[config.mk]
export PLATFORM = sky130hd
export DESIGN_NAME = mc_ctrl_fsm
export DESIGN_NICKNAME = d
export VERILOG_FILES = /design/src/rtl/mc_ctrl_fsm.sv
export SDC_FILE = /design/constraint.sdc
export NUM_CORES = 1
export LEC_CHECK = 0
export BUFFER_PORTS_ARGS = -buffer_cell sky130_fd_sc_hd__buf_2
export CAP_MARGIN = 0
export CORE_ASPECT_RATIO = 1.1
export CORE_MARGIN = 2
export CORE_UTILIZATION = 48
export DETAILED_ROUTE_END_ITERATION = 10
export GPL_TIMING_DRIVEN = 0
export PLACE_DENSITY = 0.8
export SKIP_LAST_GASP = 1
export SLEW_MARGIN = 20
export SYNTH_ARGS = -nofsm -noshare
export SYNTH_HDL_FRONTEND = slang
export SYNTH_SLANG_ARGS = --single-unit
[constraint.sdc]
create_clock -name clk -period 2.3 [get_ports clk]
set_input_delay 0.115 -clock clk [delete_from_list [all_inputs] [get_ports clk]]
set_output_delay 0.115 -clock clk [all_outputs]
set_load 0.01 [all_outputs]
[src/rtl/mc_ctrl_fsm.sv]
// Multicycle RV32I control FSM: fetch, decode, ALU/data-memory sequencing,
// branch resolution and trap reporting for illegal opcodes and handshake timeouts.
module mc_ctrl_fsm #(
    parameter int ALU_TIMEOUT = 16,
    parameter int MEM_TIMEOUT = 16,
    parameter int ALU_OP_W    = 5
) (
    input  logic                clk,
    input  logic                rst,
    input  logic [31:0]         instr,
    input  logic                instr_valid,
    input  logic                alu_valid,
    input  logic                br_eq,
    input  logic                br_lt,
    input  logic                br_ltu,
    input  logic                dm_ready,
    input  logic                trap_ack,
    output logic                if_req,
    output logic                rf_re,
    output logic                rf_we,
    output logic [1:0]          a_sel,
    output logic                b_sel,
    output logic [2:0]          imm_sel,
    output logic [ALU_OP_W-1:0] alu_op,
    output logic                alu_en,
    output logic                dm_re,
    output logic                dm_we,
    output logic [2:0]          ls_op,
    output logic [1:0]          wb_sel,
    output logic                pc_we,
    output logic [1:0]          pc_sel,
    output logic                trap,
    output logic [1:0]          trap_cause,
    output logic [5:0]          fsm_state
);

    // Handshakes: each of instr_valid, alu_valid and dm_ready is a one-cycle
    // completion pulse sampled only while the FSM is in the matching state
    // (FETCH, EXEC, MEM); the request outputs stay high until that cycle.

    typedef enum logic [5:0] {
        S_FETCH  = 6'b000001,
        S_DECODE = 6'b000010,
        S_EXEC   = 6'b000100,
        S_MEM    = 6'b001000,
        S_WB     = 6'b010000,
        S_TRAP   = 6'b100000
    } state_t;

    localparam logic [6:0] OPC_OP    = 7'b0110011;
    localparam logic [6:0] OPC_OPIMM = 7'b0010011;
    localparam logic [6:0] OPC_LOAD  = 7'b0000011;
    localparam logic [6:0] OPC_STORE = 7'b0100011;
    localparam logic [6:0] OPC_BR    = 7'b1100011;
    localparam logic [6:0] OPC_LUI   = 7'b0110111;
    localparam logic [6:0] OPC_AUIPC = 7'b0010111;
    localparam logic [6:0] OPC_JAL   = 7'b1101111;
    localparam logic [6:0] OPC_JALR  = 7'b1100111;

    localparam logic [ALU_OP_W-1:0] OP_ADD  = ALU_OP_W'(5'b00001);
    localparam logic [ALU_OP_W-1:0] OP_SUB  = ALU_OP_W'(5'b00011);
    localparam logic [ALU_OP_W-1:0] OP_AND  = ALU_OP_W'(5'b01010);
    localparam logic [ALU_OP_W-1:0] OP_OR   = ALU_OP_W'(5'b01100);
    localparam logic [ALU_OP_W-1:0] OP_XOR  = ALU_OP_W'(5'b01101);
    localparam logic [ALU_OP_W-1:0] OP_SLL  = ALU_OP_W'(5'b01110);
    localparam logic [ALU_OP_W-1:0] OP_SRL  = ALU_OP_W'(5'b01111);
    localparam logic [ALU_OP_W-1:0] OP_SRA  = ALU_OP_W'(5'b10000);
    localparam logic [ALU_OP_W-1:0] OP_SLT  = ALU_OP_W'(5'b10001);
    localparam logic [ALU_OP_W-1:0] OP_SLTU = ALU_OP_W'(5'b10010);

    localparam int TMAX  = (ALU_TIMEOUT > MEM_TIMEOUT) ? ALU_TIMEOUT : MEM_TIMEOUT;
    localparam int CNT_W = (TMAX < 2) ? 1 : $clog2(TMAX);

    state_t             state, next;
    logic [31:0]        ir;
    logic [CNT_W-1:0]   cnt;
    logic [1:0]         cause_q;
    logic               trap_load;
    logic [1:0]         trap_code;

    logic [6:0]          opcode;
    logic [2:0]          f3;
    logic [6:0]          f7;
    logic                is_load, is_store, is_branch, is_lui, is_jal, is_jalr;
    logic [2:0]          dec_imm;
    logic [1:0]          dec_a;
    logic                dec_b;
    logic [ALU_OP_W-1:0] dec_op;
    logic [2:0]          dec_ls;
    logic                illegal;
    logic                taken;
    logic                alu_to, mem_to;
    logic                unused_ir;

    assign opcode    = ir[6:0];
    assign f3        = ir[14:12];
    assign f7        = ir[31:25];
    assign unused_ir = ^{ir[24:15], ir[11:7]};

    assign is_load   = (opcode == OPC_LOAD);
    assign is_store  = (opcode == OPC_STORE);
    assign is_branch = (opcode == OPC_BR);
    assign is_lui    = (opcode == OPC_LUI);
    assign is_jal    = (opcode == OPC_JAL);
    assign is_jalr   = (opcode == OPC_JALR);

    // Limit reached this cycle; the handshake itself is checked first in the FSM.
    assign alu_to = (ALU_TIMEOUT != 0) && (cnt == CNT_W'(ALU_TIMEOUT - 1));
    assign mem_to = (MEM_TIMEOUT != 0) && (cnt == CNT_W'(MEM_TIMEOUT - 1));

    function automatic logic [ALU_OP_W-1:0] alu_fn(input logic [2:0] fn, input logic alt);
        case (fn)
            3'b000:  alu_fn = alt ? OP_SUB : OP_ADD;
            3'b001:  alu_fn = OP_SLL;
            3'b010:  alu_fn = OP_SLT;
            3'b011:  alu_fn = OP_SLTU;
            3'b100:  alu_fn = OP_XOR;
            3'b101:  alu_fn = alt ? OP_SRA : OP_SRL;
            3'b110:  alu_fn = OP_OR;
            default: alu_fn = OP_AND;
        endcase
    endfunction

    always_comb begin
        dec_imm = 3'b000;
        dec_a   = 2'b00;
        dec_b   = 1'b1;
        dec_op  = OP_ADD;
        dec_ls  = 3'b000;
        illegal = 1'b0;
        case (opcode)
            OPC_OP: begin
                dec_b  = 1'b0;
                dec_op = alu_fn(f3, f7[5]);
                if (!(f7 == 7'h00 || f7 == 7'h20) ||
                    (f7 == 7'h20 && f3 != 3'b000 && f3 != 3'b101))
                    illegal = 1'b1;
            end
            OPC_OPIMM: begin
                dec_imm = 3'b001;
                dec_op  = alu_fn(f3, (f3 == 3'b101) && f7[5]);
                if ((f3 == 3'b001 && f7 != 7'h00) ||
                    (f3 == 3'b101 && f7 != 7'h00 && f7 != 7'h20))
                    illegal = 1'b1;
            end
            OPC_LOAD: begin
                dec_imm = 3'b001;
                case (f3)
                    3'b000:  dec_ls = 3'b100;
                    3'b001:  dec_ls = 3'b101;
                    3'b010:  dec_ls = 3'b000;
                    3'b100:  dec_ls = 3'b110;
                    3'b101:  dec_ls = 3'b111;
                    default: illegal = 1'b1;
                endcase
            end
            OPC_STORE: begin
                dec_imm = 3'b010;
                case (f3)
                    3'b000:  dec_ls = 3'b001;
                    3'b001:  dec_ls = 3'b010;
                    3'b010:  dec_ls = 3'b011;
                    default: illegal = 1'b1;
                endcase
            end
            OPC_BR: begin
                dec_imm = 3'b011;
                dec_a   = 2'b01;
                if (f3 == 3'b010 || f3 == 3'b011)
                    illegal = 1'b1;
            end
            OPC_LUI:   dec_imm = 3'b100;
            OPC_AUIPC: begin
                dec_imm = 3'b100;
                dec_a   = 2'b01;
            end
            OPC_JAL: begin
                dec_imm = 3'b101;
                dec_a   = 2'b01;
            end
            OPC_JALR: begin
                dec_imm = 3'b001;
                if (f3 != 3'b000)
                    illegal = 1'b1;
            end
            default: illegal = 1'b1;   // includes FENCE and SYSTEM
        endcase
    end

    always_comb begin
        case (f3)
            3'b000:  taken = br_eq;
            3'b001:  taken = !br_eq;
            3'b100:  taken = br_lt;
            3'b101:  taken = !br_lt;
            3'b110:  taken = br_ltu;
            3'b111:  taken = !br_ltu;
            default: taken = 1'b0;
        endcase
    end

    always_comb begin
        next      = state;
        trap_code = 2'b00;
        if_req    = 1'b0;
        rf_re     = 1'b0;
        rf_we     = 1'b0;
        a_sel     = 2'b00;
        b_sel     = 1'b0;
        imm_sel   = 3'b000;
        alu_op    = '0;
        alu_en    = 1'b0;
        dm_re     = 1'b0;
        dm_we     = 1'b0;
        ls_op     = 3'b000;
        wb_sel    = 2'b00;
        pc_we     = 1'b0;
        pc_sel    = 2'b00;
        trap      = 1'b0;
        case (state)
            S_FETCH: begin
                if_req = 1'b1;
                if (instr_valid)
                    next = S_DECODE;
            end
            S_DECODE: begin
                rf_re   = 1'b1;
                imm_sel = dec_imm;
                if (illegal) begin
                    next      = S_TRAP;
                    trap_code = 2'b01;
                end else if (is_lui) begin
                    next = S_WB;
                end else begin
                    next = S_EXEC;
                end
            end
            S_EXEC: begin
                rf_re  = 1'b1;
                alu_en = 1'b1;
                a_sel  = dec_a;
                b_sel  = dec_b;
                alu_op = dec_op;
                if (alu_valid) begin
                    if (is_load || is_store) begin
                        next = S_MEM;
                    end else if (is_branch) begin
                        pc_we  = 1'b1;
                        pc_sel = taken ? 2'b01 : 2'b00;
                        next   = S_FETCH;
                    end else begin
                        next = S_WB;
                    end
                end else if (alu_to) begin
                    next      = S_TRAP;
                    trap_code = 2'b11;
                end
            end
            S_MEM: begin
                dm_re = is_load;
                dm_we = is_store;
                ls_op = dec_ls;
                if (dm_ready) begin
                    if (is_load) begin
                        next = S_WB;
                    end else begin
                        pc_we = 1'b1;
                        next  = S_FETCH;
                    end
                end else if (mem_to) begin
                    next      = S_TRAP;
                    trap_code = 2'b10;
                end
            end
            S_WB: begin
                rf_we  = 1'b1;
                pc_we  = 1'b1;
                wb_sel = is_load ? 2'b01 : (is_jal || is_jalr) ? 2'b10 : is_lui ? 2'b11 : 2'b00;
                pc_sel = is_jal ? 2'b01 : is_jalr ? 2'b10 : 2'b00;
                next   = S_FETCH;
            end
            S_TRAP: begin
                trap = 1'b1;
                if (trap_ack)
                    next = S_FETCH;
            end
            default: next = S_FETCH;
        endcase
    end

    assign trap_load  = (next == S_TRAP) && (state != S_TRAP);
    assign trap_cause = cause_q;
    assign fsm_state  = state;

    always_ff @(posedge clk) begin
        if (rst) begin
            state   <= S_FETCH;
            ir      <= '0;
            cnt     <= '0;
            cause_q <= 2'b00;
        end else begin
            state <= next;
            if (state == S_FETCH && instr_valid)
                ir <= instr;
            if (next != state && (next == S_EXEC || next == S_MEM))
                cnt <= '0;
            else if ((state == S_EXEC && !alu_valid) || (state == S_MEM && !dm_ready))
                cnt <= cnt + 1'b1;
            if (state == S_TRAP && trap_ack)
                cause_q <= 2'b00;
            else if (trap_load)
                cause_q <= trap_code;
        end
    end

endmodule

# --- Word level (Yosys, flattened, before mapping) ---
# Index checks and enable logic that the tools add are counted.
# Widths: inputs -> output; s select.
classes:
  addsub: 1
  n_eq_ne: 31
  n_mux: 67
  reduce_logical: 39
op_table:
  columns: ["cell", "count"]
  rows:
  - ["$pmux 5 s7", 2]
  - ["$mux 6", 6]
  - ["$mux 5", 7]
  - ["$pmux 6 s5", 1]
  - ["$eq 7x6->1 const B", 4]
  - ["$mux 1", 26]
  - ["$mux 2", 13]
  - ["$eq 7x7->1 const B", 3]
  - ["$pmux 3 s5", 1]
  - ["$eq 7x5->1 const B", 2]
  - ["$eq 3x3->1 const B", 4]
  - ["$eq 6x3->1 const B", 2]
  - ["$eq 6x4->1 const B", 2]
  - ["$eq 6x6->1 const B", 2]
  - ["$logic_and 1x1->1", 12]
  - ["$pmux 2 s3", 2]
  - ["$pmux 3 s4", 1]
  - ["$reduce_or 3->1", 4]
  - ["$pmux 5 s2", 1]
  - ["$logic_or 1x1->1", 8]
  - ["$reduce_or 2->1", 4]
  - ["$eq 7x2->1 const B", 1]
  - ["$logic_not 7->1", 1]
  - ["$ne 7x6->1 const B", 1]
  - ["21 further kinds", 28]
word_totals:
  reg_bits: 44
  in_bits: 41
  out_inout_bits: 34
  wordCells: 142

# --- Logic depth before layout (Yosys ltp) ---
# Gate-level depths: netlist of run 1.
depth:
  word_depth: 12
  depth_mapped: 8
  mapped_depth_nobuf: 7

# --- Least setup slack after synthesis of run 1 ---
# No wires, ideal clock.
synth_timing:
  path_type: "register -> register"
  from: "reg ir[2]"
  to: "reg cnt[2]"
  setup_ns: 0.100
  arrival_time_ns: 1.952
  required_time_ns: 2.200
  slack_ns: 0.248
  stages_incl_launch_ff: 8
  path_buffers: 1
  period_less_slack_ns: 2.052
  path_cell_list: "dfxtp_1 > or3_1 > or4_1 > buf_2 > nor3_2 > a2111oi_1 > and4b_4 > a2111oi_4"
synth_between:
  elab_chain_len: 9
  elab_cells_between_ends: 26
  cone_classes: "12 x eq/ne; 9 x mux; 5 x reduce/logical"
synth_rtl:
  columns: ["item", "line", "rtl"]
  rows:
  - ["start: declaration", "75", "logic [31:0] ir;"]
  - ["start signal: assignment", "304", "ir <= instr;"]
  - ["$eq 7x6->1, or another cell as far along", "103, 131", null]
  - ["$reduce_or 3->1 (no source line), or another cell as far along", null, null]
  - ["$pmux 1 s7 or $mux 5 (tied branches)", "131, 245", null]
  - ["$mux 6 (on tied branches)", "229, 244", null]
  - ["$pmux 6 s5 (*)", "220", "case (state)"]
  - ["$eq 6x3->1 or $eq 6x4->1 (tied branches)", "305", "if (next != state && (next == S_EXEC || next == S_MEM))"]
  - ["$logic_or 1x1->1", "305", null]
  - ["$logic_and 1x1->1 (*)", "305", null]
  - ["$reduce_or 2->1 (no source line) (*)", null, null]
  - ["end signal: assignment", "308", "cnt <= cnt + 1'b1;"]
  - ["end: declaration", "76", "logic [CNT_W-1:0] cnt;"]
# Every way passes the cells marked *; elsewhere a longest branch is shown, timed or not.
# A chain may end at the register's enable or synchronous reset.

# --- Worst setup path in the final report of run 1 ---
layout_timing:
  from: "reg ir[4]"
  to: "reg cause_q[0] (netlist: trap_cause[0])"
layout_between:
  elab_chain_len: 7
  elab_cells_between_ends: 24
  cone_classes: "10 x eq/ne; 11 x mux; 3 x reduce/logical"
layout_rtl:
  columns: ["item", "line", "rtl"]
  rows:
  - ["$eq 7x6->1, or another cell as far along", "103, 131", null]
  - ["$reduce_or 3->1 (no source line), or another cell as far along", null, null]
  - ["$pmux 1 s7 or $mux 5 (tied branches)", "131, 245", null]
  - ["$mux 6 (on tied branches)", "229, 244", null]
  - ["$pmux 6 s5", "220", null]
  - ["$eq 6x6->1", "291", "assign trap_load = (next == S_TRAP) && (state != S_TRAP);"]
  - ["$logic_and 1x1->1", "291", null]
  - ["end signal: assignment", "312", "cause_q <= trap_code;"]
  - ["end: declaration", "77", "logic [1:0] cause_q;"]
# Parallel ways exist; a longest one is shown, timed or not.

==> impl_metrics.ini, run 1 <==
[status]
outcome = finished clean

[global_routing]
grt.overflow.total = 0
grt_pass1_wl_mm = 6.624
grt_antenna_before_repair = 0
grt_pass1_vias = 1540
grt_max_degree = 11
grtUsageTotal_pct = 21.01

[critical_path]
critPathRequiredTime_ps = 2480
critPathSlowestCell = a2111oi_1
worstPathArrival_ps = 2420
startpoint_type = flop
worstRegToRegCells = 6
end_kind = flop
worstPathCellList = and4b_1, nand3_1, o22ai_1, a2111oi_1, a21oi_1, o311a_1
r2r_slack_ps = 60
cp_max_fo = 8
rr_endpoint = trap_cause[0]
reg2reg_from = ir[4]
critPathMaxStageDelay_ps = 570
path_class = reg2reg

[routing]
viasPerCell = 5.532
vias = 1964
antenna_left = 0
routedWlPerCell_um = 12.81
firstDrtPassIters = 4
drt-initial-drc-count = 149
finalWirelength_mm = 4.549
drc = 0

[layout]
num-fill-cells = 352
fin_nets = 346
num_antenna_cells = 0
area_growth_pct = 27.37
drive_gt1_share_pct = 28.20

[clocking]
holdBufCountCts = 0
cts_max_path_buffers = 2
clock-sinks = 29
h-tree-depth = 2
cts_root_buf = clkbuf_8
clk_latency_ps = 280
cts_made_buffers = 5
cts_tree = built
clkTransAtPathRegs_ps = 70

[timing]
finalCriticalPeriod_ps = 2241
setup_violations = 0
finalCritPeriodShare_pct = 97.42
hold_viol_final = 0
finClkSkew_ps = 7.199
finalMaxSlewViolations = 0
fmax_ghz = 0.4463
max_slew_margin_pct = 63.92
worstMarginPinSlew_ps = 539.9
rsz0062_at_grt = true
fin_setup_tns_ps = 0

[yosys]
synth_top_area_share_pct = 32.81
synth_largest_area_cell = dfxtp_1
synthSimpleGateAreaFrac_pct = 34.94
yosysUniqueCellTypes = 50
synthMostInstantiatedCell = nand2_1
synth_xor_area_share_pct = 2.475
ys_top_cells_by_area = dfxtp_1 33%, a21oi_1 8.8%, nand2_1 7.2%, nand3_1 6.5%, nor2_1 3.0%
yosysWarnings = 0
synth_top_family_by_area = simple AND/OR/NAND/NOR gates
synth_compound_area_share_pct = 21.29
synth_edf_count = 0
async_flop_share_pct = 0
avgSynthCellArea_um2 = 7.402
synthAdderAreaFrac_pct = 0.7072
synth_top_cells_by_count = 34 x nand2_1, 31 x a21oi_1, 29 x dfxtp_1
ys_seq_area_share_pct = 32.81
synth_seq_cells = 29
synthMuxAreaShare_pct = 1.697
syn_nets = 281
syn_inst = 239
synth_area_mm2 = 0.001769
synthFlopType = dfxtp_1

[job]
maxCapViolations = 0

[floorplanning]
rows = 23
core_area_mm2 = 0.003597
initial_utilization_pct = 49.18
die_w_um = 61.89
die_h_um = 67.68
die_area_mm2 = 0.004188
io-pin-count = 75

[power]
power_density_mw_per_mm2 = 529.0
total_power_mw = 1.192
leakage_nw = 0.9774
ir_worst_vdd_mv = 0.4180

[worst_hold_path]
min-delay-start = instr[2]
min_path_cells = 3
worstHoldPathType = in2reg
worst_hold_path.endpoint = ir[2]

[placed_design]
gp_congestion = 0.8667
numPortBuffers = 56
dp_hpwl_mm = 3.348
## cells in the final DEF (no fill, tap or decap), types with 2 or more instances in the layout
| cell | n |
|---|---|
| buf_4 | 3 |
| and3b_1 | 3 |
| xnor2_1 | 2 |
| clkinv_2 | 2 |
| clkbuf_2 | 5 |
| o21ai_0 | 9 |
| buf_2 | 58 |
| nand3_1 | 23 |
| nor4_1 | 6 |
| or3_1 | 4 |
| a31oi_1 | 2 |
| or4_1 | 3 |
| clkbuf_8 | 5 |
| nand3b_1 | 5 |
| nor2_2 | 2 |
| nand4b_1 | 2 |
| nor2b_1 | 6 |
| xor2_1 | 3 |
| nand2_1 | 34 |
| dfxtp_1 | 28 |
| clkbuf_1 | 7 |
| inv_1 | 10 |
| nor3_2 | 2 |
| a21oi_1 | 31 |
| mux2i_1 | 3 |
| a221oi_1 | 2 |
| nor3_1 | 4 |
| nor2_1 | 12 |
## worst max-delay path by stage
stage / start / endpoint / depth (start not counted)
finish: ir[4] / trap_cause[0] / 6
floorplan: ir[2] / cnt[2] / 7
detailed placement: ir[5] / trap_cause[0] / 7
CTS: ir[3] / trap_cause[0] / 7
global route: ir[2] / ls_op[1] / 6
global placement: ir[5] / trap_cause[0] / 7
## critical path, delay by kind of cell, from the launching register on
kind,cells,cell delay [ps]
compound gates,4,1270
flops,1,430
simple gates,2,430
## area by class of cell
| class | instances | area (um2) | share of cell area (%) |
|---|---|---|---|
| multi-input combinational | 184 | 1117 | 49.58 |
| sequential | 29 | 581.8 | 25.82 |
| timing repair buffer | 58 | 295.3 | 13.10 |
| buffer | 16 | 72.57 | 3.220 |
| clock buffer | 5 | 68.82 | 3.054 |
| tap | 50 | 62.56 | 2.776 |
| inverter | 10 | 37.54 | 1.666 |
| clock inverter | 3 | 17.52 | 0.7773 |
## where the power goes
part | total, mW | leakage [nW] | switching [mW] | internal [mW]
sequential | 0.560 | 0.237 | 0.0296 | 0.530
clock | 0.409 | 0.0439 | 0.200 | 0.208
combinational | 0.224 | 0.697 | 0.134 | 0.0900
## routing by layer
layer  vias to the layer above  part of all wire (%)  routed length (um)  GRT usage (%)
met2                        73                    46                2101          32.50
met3                         5                   5.6                 256          4.023
met5                         -                     0                   0              0
met1                       891                    47                2137          28.86
li1                        995                     -                   -              -
met4                         0                   1.2                  53          7.447
## cells by family after synthesis
family / count (synthesis)
buffers and inverters: 26
AND/OR/NAND/NOR: 116
AO/OA/AOI/OAI: 58
XOR/XNOR: 5
adder cells (fa/ha/maj): 1
multiplexers: 3
other: 1
flip-flops: 29
## sequential cells by signal, summed over array words and instances (netlist names)
signal	count
ir	17
fsm_state	6
cnt	4
trap_cause	2
## stage by stage
step / std cells / utilization, % / setup slack [ps] / cell area, um2 / hold WS, ps
floorplan: 239 / - / 248.2 / 1769 / 262.5
global placement: 345 / 58.71 / 29.74 / 2112 / 368.5
global route: 355 / 62.64 / -37.29 / 2253 / 79.94
finish: 355 / 62.64 / 59.36 / 2253 / 74.89
detailed placement: 345 / 58.71 / -3.806 / 2112 / 373.7
CTS: 353 / 61.36 / 26.68 / 2207 / 73.50
## repair_timing
item                       in CTS  in global routing
gates resized for setup         3                 11
setup buffers                   0                  2
setup endpoints to repair       4                 13
pin swaps                       0                  1
hold endpoints to repair        0                  0
(Power assumes the default switching activity.)
==> run 2, diff against run 1 <==
CELL_PAD_IN_SITES_DETAIL_PLACEMENT = 1   (was default)
CELL_PAD_IN_SITES_GLOBAL_PLACEMENT = 2   (was default)
CORE_UTILIZATION = 25   (was 48)
PLACE_DENSITY = default   (was 0.8)
PLACE_DENSITY_LB_ADDON = 0.1   (was default)
==> impl_metrics.ini, run 2 (synthesis gave the netlist of run 1 again) <==
[status]
outcome = finished clean

[routing]
routedWlPerCell_um = 15.86
drt-initial-drc-count = 36
viasPerCell = 5.051
finalWirelength_mm = 6.185
firstDrtPassIters = 4
drc = 0
vias = 1970
antenna_left = 0

[timing]
max_slew_margin_pct = 65.70
finalCriticalPeriod_ps = 2233
finClkSkew_ps = 6.133
finalMaxSlewViolations = 0
hold_slack_ps = 71.40
rsz0062_at_grt = true
hold_viol_final = 0
setup_violations = 0
finalCritPeriodShare_pct = 97.08
fmax_ghz = 0.4479
worstMarginPinSlew_ps = 514.4

[clocking]
clk_latency_ps = 280
cts_tree = built
cts_made_buffers = 5
clock-sinks = 29
h-tree-depth = 2
cts_root_buf = clkbuf_8
cts_max_path_buffers = 2
clkTransAtPathRegs_ps = 70

[floorplanning]
initial_utilization_pct = 25.54
core_area_mm2 = 0.006927
io-pin-count = 75
die_h_um = 92.23
rows = 32
die_w_um = 84.21
die_area_mm2 = 0.007767

[critical_path]
cp_max_fo = 5
cp_top_family = simple AND/OR/NAND/NOR gates
end_kind = output port
critPathSlowestCell = dfxtp_1
startpoint_type = flop
worstPathCellList = nor4_4, and3b_1, nand3_1, or3_1, a21oi_1, buf_2
worstRegToRegCells = 7
critPathRequiredTime_ps = 2180
critPathMaxStageDelay_ps = 380
path_class = reg2out
crit_buf_inv = 1
worstPathArrival_ps = 2120
cp.depth = 6

[layout]
largest_reg_flops = 17
layout_common_cells = 57 x buf_2, 34 x nand2_1, 31 x a21oi_1
drive_gt1_share_pct = 29.51
top_register = ir
fin_nets = 346
fin_util_pct = 34.19
finalNonFillerCells = 390
area_growth_pct = 33.88
num_antenna_cells = 0
final_cell_area_mm2 = 0.002369
final_common_cell = buf_2

[global_routing]
grt_pass1_vias = 1975
grt_antenna_before_repair = 0
grt_max_degree = 11
grt_pass1_wl_mm = 10.04
grt.overflow.total = 0
grtUsageTotal_pct = 16.27

[power]
p_switching_mw = 0.3943
power_density_mw_per_mm2 = 578.9
p_seq_share_pct = 41.0
leakage_nw = 1.004
ir_worst_vdd_mv = 0.2124
switching_share_pct = 28.76
power.internal_mw = 0.9769
power_frac_clock_pct = 41.5
total_power_mw = 1.371
combPwrFrac_pct = 17.5

[placed_design]
place_inst = 380
post_dp_cell_area_mm2 = 0.002156
gp_congestion = 0.7313
numPortBuffers = 56
dp_hpwl_mm = 4.789

[worst_hold_path]
worstHoldPathType = in2reg
min_path_cells = 3

[job]
maxCapViolations = 0
-- run 2: final timing paths --
check | from | endpoint | slack [ps]
hold / removal | instr[6] | ir[6] | 70
setup / recovery | fsm_state[1] | ls_op[1] | 70
hold reg to reg | ir[25] | ir[25] | 460
setup reg to reg | ir[2] | cnt[2] | 70
-- run 2: routing by layer --
layer  GRT usage [%]  routed length, um  vias to the layer above
li1                -                  -                      996
met1           20.81               3003                      925
met2           27.91               2882                       44
met3           2.970                240                        5
met4           4.435                 59                        0
met5               0                  0                        -
-- run 2: what timing repair did --
| action | in CTS | in global routing |
|---|---|---|
| setup endpoints to repair | 22 | 22 |
| pin swaps | 1 | 1 |
| gates resized for setup | 8 | 15 |
| setup buffers | 2 | 0 |
| hold buffers | 0 | 0 |
-- run 2: layout make-up --
type	instances	area [um2]
timing repair buffer	58	295.3
buffer	16	78.83
sequential	29	583.1
clock inverter	1	30.03
clock buffer	7	86.33
inverter	10	37.54
multi-input combinational	184	1151
tap	85	106.4
fill	887	4558
-- run 2: power groups by stage --
stage                     combinational (mW)  clock, mW  sequential, mW
after detailed placement               0.230          0           0.571
after CTS                              0.234      0.587           0.560
after global placement                 0.228          0           0.570
after global routing                   0.271      0.608           0.567
final                                  0.240      0.569           0.562
after floorplan                        0.150          0           0.564
-- run 2: metrics by stage --
stage	TNS, ps	setup slack, ps
floorplan	0	248.2
global placement	-574.8	-107.8
detailed placement	-752.0	-136.2
CTS	0	5.549
global route	-219.7	-73.44
finish	0	67.18
-- run 2: worst reg2reg max path, delay by kind of cell, from the launching register on --
family | cells | cell delay [ps]
simple gates | 4 | 1220
compound gates | 2 | 380
flops | 1 | 360
buf+inv | 1 | 160
==> run 3, diff against run 2 <==
--- a/config.mk
+++ b/config.mk
@@ -16,3 +16,3 @@
 export GPL_TIMING_DRIVEN = 0
-export PLACE_DENSITY_LB_ADDON = 0.1
+export PLACE_DENSITY_LB_ADDON = 0.15
 export SKIP_LAST_GASP = 1
==> constraint.sdc (replaced) <==
create_clock -name clk -period 2.3 [get_ports clk]
set_input_delay 0.345 -clock clk [delete_from_list [all_inputs] [get_ports clk]]
set_output_delay 0.345 -clock clk [all_outputs]
set_load 0.01 [all_outputs]
==> impl_metrics.ini, run 3 (synthesis gave the netlist of run 1 again) <==
[clocking]
cts_made_buffers = 5
cts_root_buf = clkbuf_8
cts_max_path_buffers = 2
clkTransAtPathRegs_ps = 70
clock-sinks = 29
cts_tree = built
h-tree-depth = 2
clk_latency_ps = 290
holdBufCountCts = 0

[critical_path]
worstPathArrival_ps = 1990
startpoint_type = flop
critPathSlowestCell = or4_4
r2r_slack_ps = 30
crit_buf_inv = 1
cp_max_fo = 5
worstPathCellList = or3_4, or4_4, a31oi_1, nand2_1, buf_2
critPathRequiredTime_ps = 1960
path_class = reg2out
critPathMaxStageDelay_ps = 490
cp_top_family = simple AND/OR/NAND/NOR gates
end_kind = output port

[timing]
hold_viol_final = 0
finalCritPeriodShare_pct = 101.7
rsz0062_at_grt = true
hold_slack_ps = 299.8
max_slew_margin_pct = 60.33
finalCriticalPeriod_ps = 2340
worstMarginPinSlew_ps = 595.1
fin_setup_tns_ps = -56.36
setup_violations = 3
finalMaxSlewViolations = 0
fin_ws_ps = -39.94
finClkSkew_ps = 4.059
fmax_ghz = 0.4274

[layout]
area_growth_pct = 39.75
drive_gt1_share_pct = 35.69
num_antenna_cells = 0
fin_util_pct = 35.69
fin_nets = 352
num-fill-cells = 883
finalNonFillerCells = 396
layout_common_cells = 59 x buf_2, 32 x nand2_1, 31 x a21oi_1
largest_reg_flops = 17
final_common_cell = buf_2
final_cell_area_mm2 = 0.002472
top_register = ir

[routing]
viasPerCell = 5.076
firstDrtPassIters = 4
routedWlPerCell_um = 16.18
drc = 0
finalWirelength_mm = 6.409
antenna_left = 0
drt-initial-drc-count = 62
vias = 2010

[job]
maxCapViolations = 0

[global_routing]
grt_antenna_before_repair = 0
grt_pass1_wl_mm = 10.27
grt_pass1_vias = 1943
grt_max_degree = 11
grtUsageTotal_pct = 16.79
grt.overflow.total = 0

[placed_design]
place_inst = 380
post_dp_cell_area_mm2 = 0.002156
numPortBuffers = 56
gp_congestion = 0.7317
dp_hpwl_mm = 4.765

[floorplanning]
initial_utilization_pct = 25.54
core_area_mm2 = 0.006927
io-pin-count = 75
rows = 32
die_w_um = 84.21
die_h_um = 92.23
die_area_mm2 = 0.007767

[power]
power_density_mw_per_mm2 = 559.5
leakage_nw = 1.053
ir_worst_vdd_mv = 0.2258

[status]
outcome = complete, but fails checks
violations = setup timing

[worst_hold_path]
worstHoldPathType = in2reg
-- run 3: changes by cell type in the layout (fill, tap and decap cells not counted), sizes merged --
| cell | previous run | this run |
|---|---|---|
| clkbuf | 19 | 16 |
| buf | 62 | 71 |
-- run 3: worst paths after layout --
check	start	to	depth (start not counted)
setup / recovery	ir[2]	pc_we	5
hold / removal	instr[25]	ir[25]	3
setup reg to reg	ir[2]	cnt[2]	7
hold reg to reg	ir[27]	ir[27]	2
-- run 3: metrics by stage --
| stage | power [mW] | setup slack, ps |
|---|---|---|
| 2_1_floorplan | 0.7132 | 152.2 |
| 3_3_place_gp | 0.7983 | -171.5 |
| 3_5_place_dp | 0.8010 | -152.8 |
| 4_1_cts | 1.387 | -66.14 |
| 5_1_grt | 1.459 | -131.0 |
| 6_report | 1.383 | -39.94 |
-- run 3: worst register-to-register path, stage by stage (launching register included) --
cell	delay [ps]
dfxtp_4	340
or3_4	390
or4_4	490
buf_4	190
nor3_4	140
a2111oi_2	90
and4b_4	240
a2111oi_4	310
-- run 3: area by class of cell --
class | instances | area, um2 | share of cell area (%)
well taps | 85 | 106.4 | 4.302
inverters | 10 | 37.54 | 1.518
multi-input cells | 184 | 1199 | 48.48
plain buffers | 14 | 66.31 | 2.682
clock inverters | 1 | 30.03 | 1.215
repair buffers | 66 | 355.3 | 14.37
flip-flops and latches | 29 | 591.8 | 23.94
clock buffers | 7 | 86.33 | 3.492
-- run 3: report_power, final --
group	switching [mW]	internal (mW)
sequential	0.0298	0.530
combinational	0.155	0.102
clock	0.213	0.353
-- run 3: per-layer routing --
| metal | up-vias | track usage [%] | wire [um] |
|---|---|---|---|
| met2 | 51 | 27.91 | 3048 |
| met3 | 6 | 3.330 | 287 |
| met4 | 0 | 5.242 | 68 |
| li1 | 1007 | - | - |
| met5 | - | 0 | 0 |
| met1 | 946 | 21.78 | 3004 |
-- run 3: timing repair --
item | CTS | global route
pin swaps | 6 | 3
gates resized for setup | 28 | 12
buffers inserted | 6 | 4
endpoints found under the setup margin | 29 | 17
hold endpoints to repair | 0 | 0
